===== src/rtl/mem_arb_pkg.sv =====
// Shared types and constants for the fetch/data memory arbiter.
package mem_arb_pkg;

    localparam int AW_DEFAULT = 32;
    localparam int DW_DEFAULT = 32;

    localparam logic [1:0] MEMRW_READ  = 2'b10;
    localparam logic [1:0] MEMRW_WRITE = 2'b01;

    typedef enum logic [1:0] {
        ST_IDLE,
        ST_I_WAIT,
        ST_D_WAIT,
        ST_I_DISCARD
    } arb_state_e;

endpackage


===== src/rtl/mem_arb_resp_buf.sv =====
// One-entry response buffer: holds a completed memory result until the pipeline consumes it.
module mem_arb_resp_buf #(
    parameter int DW = 32
) (
    input  logic          clk,
    input  logic          rst,
    input  logic          load,
    input  logic          consume,
    input  logic          flush,
    input  logic [DW-1:0] load_data,
    output logic          valid,
    output logic [DW-1:0] data
);

    // NOTE: state updates use non-blocking assignments so every register samples pre-edge values.
    always_ff @(posedge clk) begin
        if (rst) begin
            valid <= 1'b0;
            data  <= '0;
        end else begin
            // A result loaded while the pipeline advances is consumed immediately.
            valid <= (valid | load) & ~consume & ~flush;
            if (load) begin
                data <= load_data;
            end
        end
    end

endmodule


===== src/rtl/mem_arbiter.sv =====
// Arbitrates one single-port memory between instruction fetch and data access;
// data has fixed priority, results are buffered until the pipeline advances.
module mem_arbiter
    import mem_arb_pkg::*;
#(
    parameter int AW = AW_DEFAULT,
    parameter int DW = DW_DEFAULT
) (
    input  logic            clk,
    input  logic            rst,
    input  logic            pipe_advance,
    input  logic            i_req,
    input  logic [AW-1:0]   i_addr,
    input  logic            i_flush,
    output logic [DW-1:0]   i_rdata,
    output logic            iready_n,
    input  logic [1:0]      d_memrw,
    input  logic [AW-1:0]   d_addr,
    input  logic [DW-1:0]   d_wdata,
    input  logic [DW/8-1:0] d_wstrb,
    output logic [DW-1:0]   d_rdata,
    output logic            dready_n,
    output logic            dbusy,
    output logic            mem_req,
    output logic            mem_we,
    output logic [AW-1:0]   mem_addr,
    output logic [DW-1:0]   mem_wdata,
    output logic [DW/8-1:0] mem_wstrb,
    input  logic [DW-1:0]   mem_rdata,
    input  logic            mem_ack
);

    arb_state_e    state, state_next;
    logic          issue_d, issue_i;
    logic          d_pend, i_pend;
    logic          i_ack, d_ack;
    logic          i_buf_valid, d_buf_valid;
    logic [DW-1:0] i_buf_data, d_buf_data;

    assign d_pend = (d_memrw != 2'b00) && !d_buf_valid;
    assign i_pend = i_req && !i_buf_valid;

    // A fetch ack coinciding with a flush is stale and treated like a discarded one.
    assign i_ack = (state == ST_I_WAIT) && mem_ack && !i_flush && !rst;
    assign d_ack = (state == ST_D_WAIT) && mem_ack && !rst;

    // NOTE: every always_comb output gets a default first so no path infers a latch.
    always_comb begin
        state_next = state;
        issue_d    = 1'b0;
        issue_i    = 1'b0;
        case (state)
            ST_IDLE: begin
                if (d_pend) begin
                    issue_d    = 1'b1;
                    state_next = ST_D_WAIT;
                end else if (i_pend) begin
                    issue_i    = 1'b1;
                    state_next = ST_I_WAIT;
                end
            end
            ST_I_WAIT: begin
                if (mem_ack)      state_next = ST_IDLE;
                else if (i_flush) state_next = ST_I_DISCARD;
            end
            ST_D_WAIT:    if (mem_ack) state_next = ST_IDLE;
            ST_I_DISCARD: if (mem_ack) state_next = ST_IDLE;
            default:      state_next = ST_IDLE;
        endcase
    end

    always_ff @(posedge clk) begin
        if (rst) begin
            state     <= ST_IDLE;
            mem_req   <= 1'b0;
            mem_we    <= 1'b0;
            mem_addr  <= '0;
            mem_wdata <= '0;
            mem_wstrb <= '0;
        end else begin
            state   <= state_next;
            mem_req <= (state_next != ST_IDLE);
            if (issue_d) begin
                mem_we    <= (d_memrw == MEMRW_WRITE);
                mem_addr  <= d_addr;
                mem_wdata <= d_wdata;
                mem_wstrb <= (d_memrw == MEMRW_WRITE) ? d_wstrb : '0;
            end else if (issue_i) begin
                mem_we    <= 1'b0;
                mem_addr  <= i_addr;
                mem_wstrb <= '0;
            end
        end
    end

    mem_arb_resp_buf #(.DW(DW)) u_i_buf (
        .clk       (clk),
        .rst       (rst),
        .load      (i_ack),
        .consume   (pipe_advance),
        .flush     (i_flush),
        .load_data (mem_rdata),
        .valid     (i_buf_valid),
        .data      (i_buf_data)
    );

    mem_arb_resp_buf #(.DW(DW)) u_d_buf (
        .clk       (clk),
        .rst       (rst),
        .load      (d_ack),
        .consume   (pipe_advance),
        .flush     (1'b0),
        .load_data (mem_rdata),
        .valid     (d_buf_valid),
        .data      (d_buf_data)
    );

    assign iready_n = i_req & ~(i_buf_valid | i_ack);
    assign dready_n = d_memrw[1] & ~(d_buf_valid | (d_ack & ~mem_we));
    assign dbusy    = (d_memrw == MEMRW_WRITE) & ~(d_buf_valid | (d_ack & mem_we));
    assign i_rdata  = i_ack ? mem_rdata : i_buf_data;
    assign d_rdata  = d_ack ? mem_rdata : d_buf_data;

endmodule


===== config.mk =====
export PLATFORM = sky130hd
export DESIGN_NAME = mem_arbiter
export DESIGN_NICKNAME = d
export VERILOG_FILES = /design/src/rtl/mem_arb_pkg.sv /design/src/rtl/mem_arb_resp_buf.sv /design/src/rtl/mem_arbiter.sv
export SDC_FILE = /design/constraint.sdc
export NUM_CORES = 1
export LEC_CHECK = 0
export CAP_MARGIN = 30
export CELL_PAD_IN_SITES_DETAIL_PLACEMENT = 0
export CELL_PAD_IN_SITES_GLOBAL_PLACEMENT = 2
export CORE_ASPECT_RATIO = 0.8
export CORE_UTILIZATION = 25
export CTS_CLUSTER_SIZE = 14
export DETAILED_ROUTE_END_ITERATION = 16
export GPL_ROUTABILITY_DRIVEN = 0
export GPL_TIMING_DRIVEN = 0
export PLACE_DENSITY = 0.87
export REMOVE_ABC_BUFFERS = 1
export SYNTH_ARGS = -nofsm -noshare
export SYNTH_HDL_FRONTEND = slang
export SYNTH_SLANG_ARGS = --single-unit

===== constraint.sdc =====
create_clock -name clk -period 4.7 [get_ports clk]
set_input_delay 0.94 -clock clk [delete_from_list [all_inputs] [get_ports clk]]
set_output_delay 0.94 -clock clk [all_outputs]
set_load 0.005 [all_outputs]

==> flow_summary.ini <==
[cells_and_area]
final_common_cell = clkdlybuf4s50_1
area_delta_synth_final_pct = 63.6
drive_gt1_frac = 0.133
final_cell_area_sq_um = 9780
antenna-diode-count = 0
seq_area_sq_um = 2760
fill_cells = 2325
final_cell_mix = 274 x clkdlybuf4s50_1, 138 x dfxtp_1, 72 x a21oi_1
nets = 1014
finish.utilization = 0.418
multi_input_area_sq_um = 2940

[place]
place_area_sq_um = 9140
hpwlAfterDp_um = 13300
numPortBuffers = 276
place_ws_ps = 355

[sta]
rsz0062_at_grt = no
worstMarginPinSlew_ps = 970
setup_violations = 0
fin_setup_tns_ps = 0
finalHoldViolCount = 0
period_minus_slack_ps = 4320
finalClockSkew_ps = 9.47
min_period_over_period = 0.919
setup_ws_ps = 381
slew_headroom = 0.352
drv_slew = 0
fmax_ghz = 0.232

[outcome]
status = complete, no violations

[global_routing]
overflow = 0
grt_max_degree = 112
antenna_found_initial = 0
grt_pass1_vias = 5442
track_usage = 0.164
grt_pass1_wl_um = 31800

[drt]
first_pass_iters = 5
drtIter0Drc = 343
viasPerCell = 4.77
num_vias = 5718
routedWlPerCell_um = 17.0
route.detailed.drc = 0
routed_wl_um = 20400
ant_nets = 0

[power]
power.total_w = 0.00331
ir_drop_v = 0.000204
powerDensity_nw_per_um2 = 338
p_leak_nw = 3.59

[worst_setup_path]
cpMaxStageDelayCell = clkdlybuf4s50_1
cp.required_ps = 3760
crit_fanout = 111
critPathKind = primary input to primary output
startpoint_type = primary input
cp.arrival_ps = 3380
cp_cell_sequence = buf_6 > buf_16 > and4bb_2 > buf_12 > nor2b_1 > nor3b_1 > clkdlybuf4s50_1
worstSetupEndpointType = primary output
cpPeakStageDelay_ps = 570

[floorplan]
die_area_sq_um = 24500
die_h_um = 140
core_sq_um = 23400
rows = 50
die_w_um = 175
ios = 277
start_util = 0.255

[yosys]
ys_types = 38
synth-main-ff-cell = dfxtp_1
synth-seq-area-share = 0.462
ys.warnings.count = 0
ys_ff_latch = 138
async_reset_ff_frac = 0
mappedNetlistArea_sq_um = 5980
synth_area_per_cell_sq_um = 9.40
synth_edf_count = 0
syn_inst = 636

[clock_tree]
cts_tree = done
h-tree-depth = 4
clockRootBuffer = clkbuf_16
postCtsHoldBufs = 0
clockBufferDepth = 2
worstSkewPairLatency_ps = 420
numCtsBuffers = 17
cts.sinks = 138
cts_setup_buffers = 0
clk_pin_slew_worst_paths_ps = 60
post_cts_resized = 0

[hold_path]
hp-class = flop to flop

[job]
cap_viol_max_count = 0
report_power, final:
part           switching, W  internal (W)
sequential        0.0000300       0.00123
combinational      0.000238      0.000340
clock              0.000554      0.000912
total              0.000822       0.00249
state kept, by name (all words and copies together), names as in the netlist:
| name | cells |
|---|---|
| u_i_buf.data | 32 |
| u_d_buf.valid | 1 |
| mem_addr | 32 |
| mem_wstrb | 4 |
| u_i_buf.valid | 1 |
| mem_wdata | 32 |
| u_d_buf.data | 32 |
| mem_we | 1 |
| state | 2 |
| mem_req | 1 |
stage by stage:
stage | instances | hold WS (ps)
final | 1199 | 473
after global routing | 1199 | 492
after CTS | 1199 | 474
after detailed placement | 1167 | 467
after global placement | 1153 | 461
after floorplan | 565 | 464
kinds of logic (layout without fill, tap and decap cells):
logic type | after synthesis | after routing | share of synthesized area
muxes | 32 | 32 | 0.0603
buffers and inverters | 73 | 324 | 0.0544
AOI/OAI and AO/OA | 179 | 179 | 0.189
DFF | 138 | 138 | 0.462
and+or+nand+nor | 214 | 214 | 0.234
area by class of cell:
cell class	count	area share
Inverter	2	0.000768
Clock inverter	12	0.0192
Timing Repair Buffer	290	0.312
Clock buffer	20	0.0457
Multi-Input combinational cell	425	0.300
Sequential cell	138	0.283
Tap cell	312	0.0399
worst paths after layout:
check | start | to | slack, ps | cells past startpoint
setup / recovery | rst | dready_n | 380 | 7
hold / removal | mem_wdata[24] | mem_wdata[24] | 470 | 2
setup reg to reg | u_d_buf.valid | mem_addr[27] | 1960 | 4
hold reg to reg | mem_wdata[24] | mem_wdata[24] | 470 | 2
cell usage after synthesis (2+ instances only):
cell type	number	area share
a21oi_1	72	0.060
a221o_1	2	0.0034
a221o_2	30	0.057
buf_1	10	0.0063
buf_2	10	0.0084
buf_6	5	0.0094
clkbuf_1	45	0.028
dfxtp_1	138	0.46
inv_1	2	0.0013
mux2_2	32	0.060
nand2_1	35	0.022
nand3_1	36	0.030
nand3b_1	32	0.040
nor2_1	2	0.0013
nor2b_1	33	0.035
nor3b_1	34	0.043
nor4b_1	31	0.045
o211ai_1	5	0.0063
o21ai_0	57	0.048
o21ai_1	7	0.0059
routing by layer:
metal	vias up	share of wire	global-route usage
met5	-	0	0
met3	12	0.074	0.0562
li1	2811	-	-
met1	2723	0.46	0.223
met2	172	0.46	0.248
met4	0	0.0096	0.0412
critical path: cells and delay by family:
kind,cells,cell delay (ps)
buffers and inverters,4,1600
and+or+nand+nor,3,740
(Power assumes the default switching activity.)
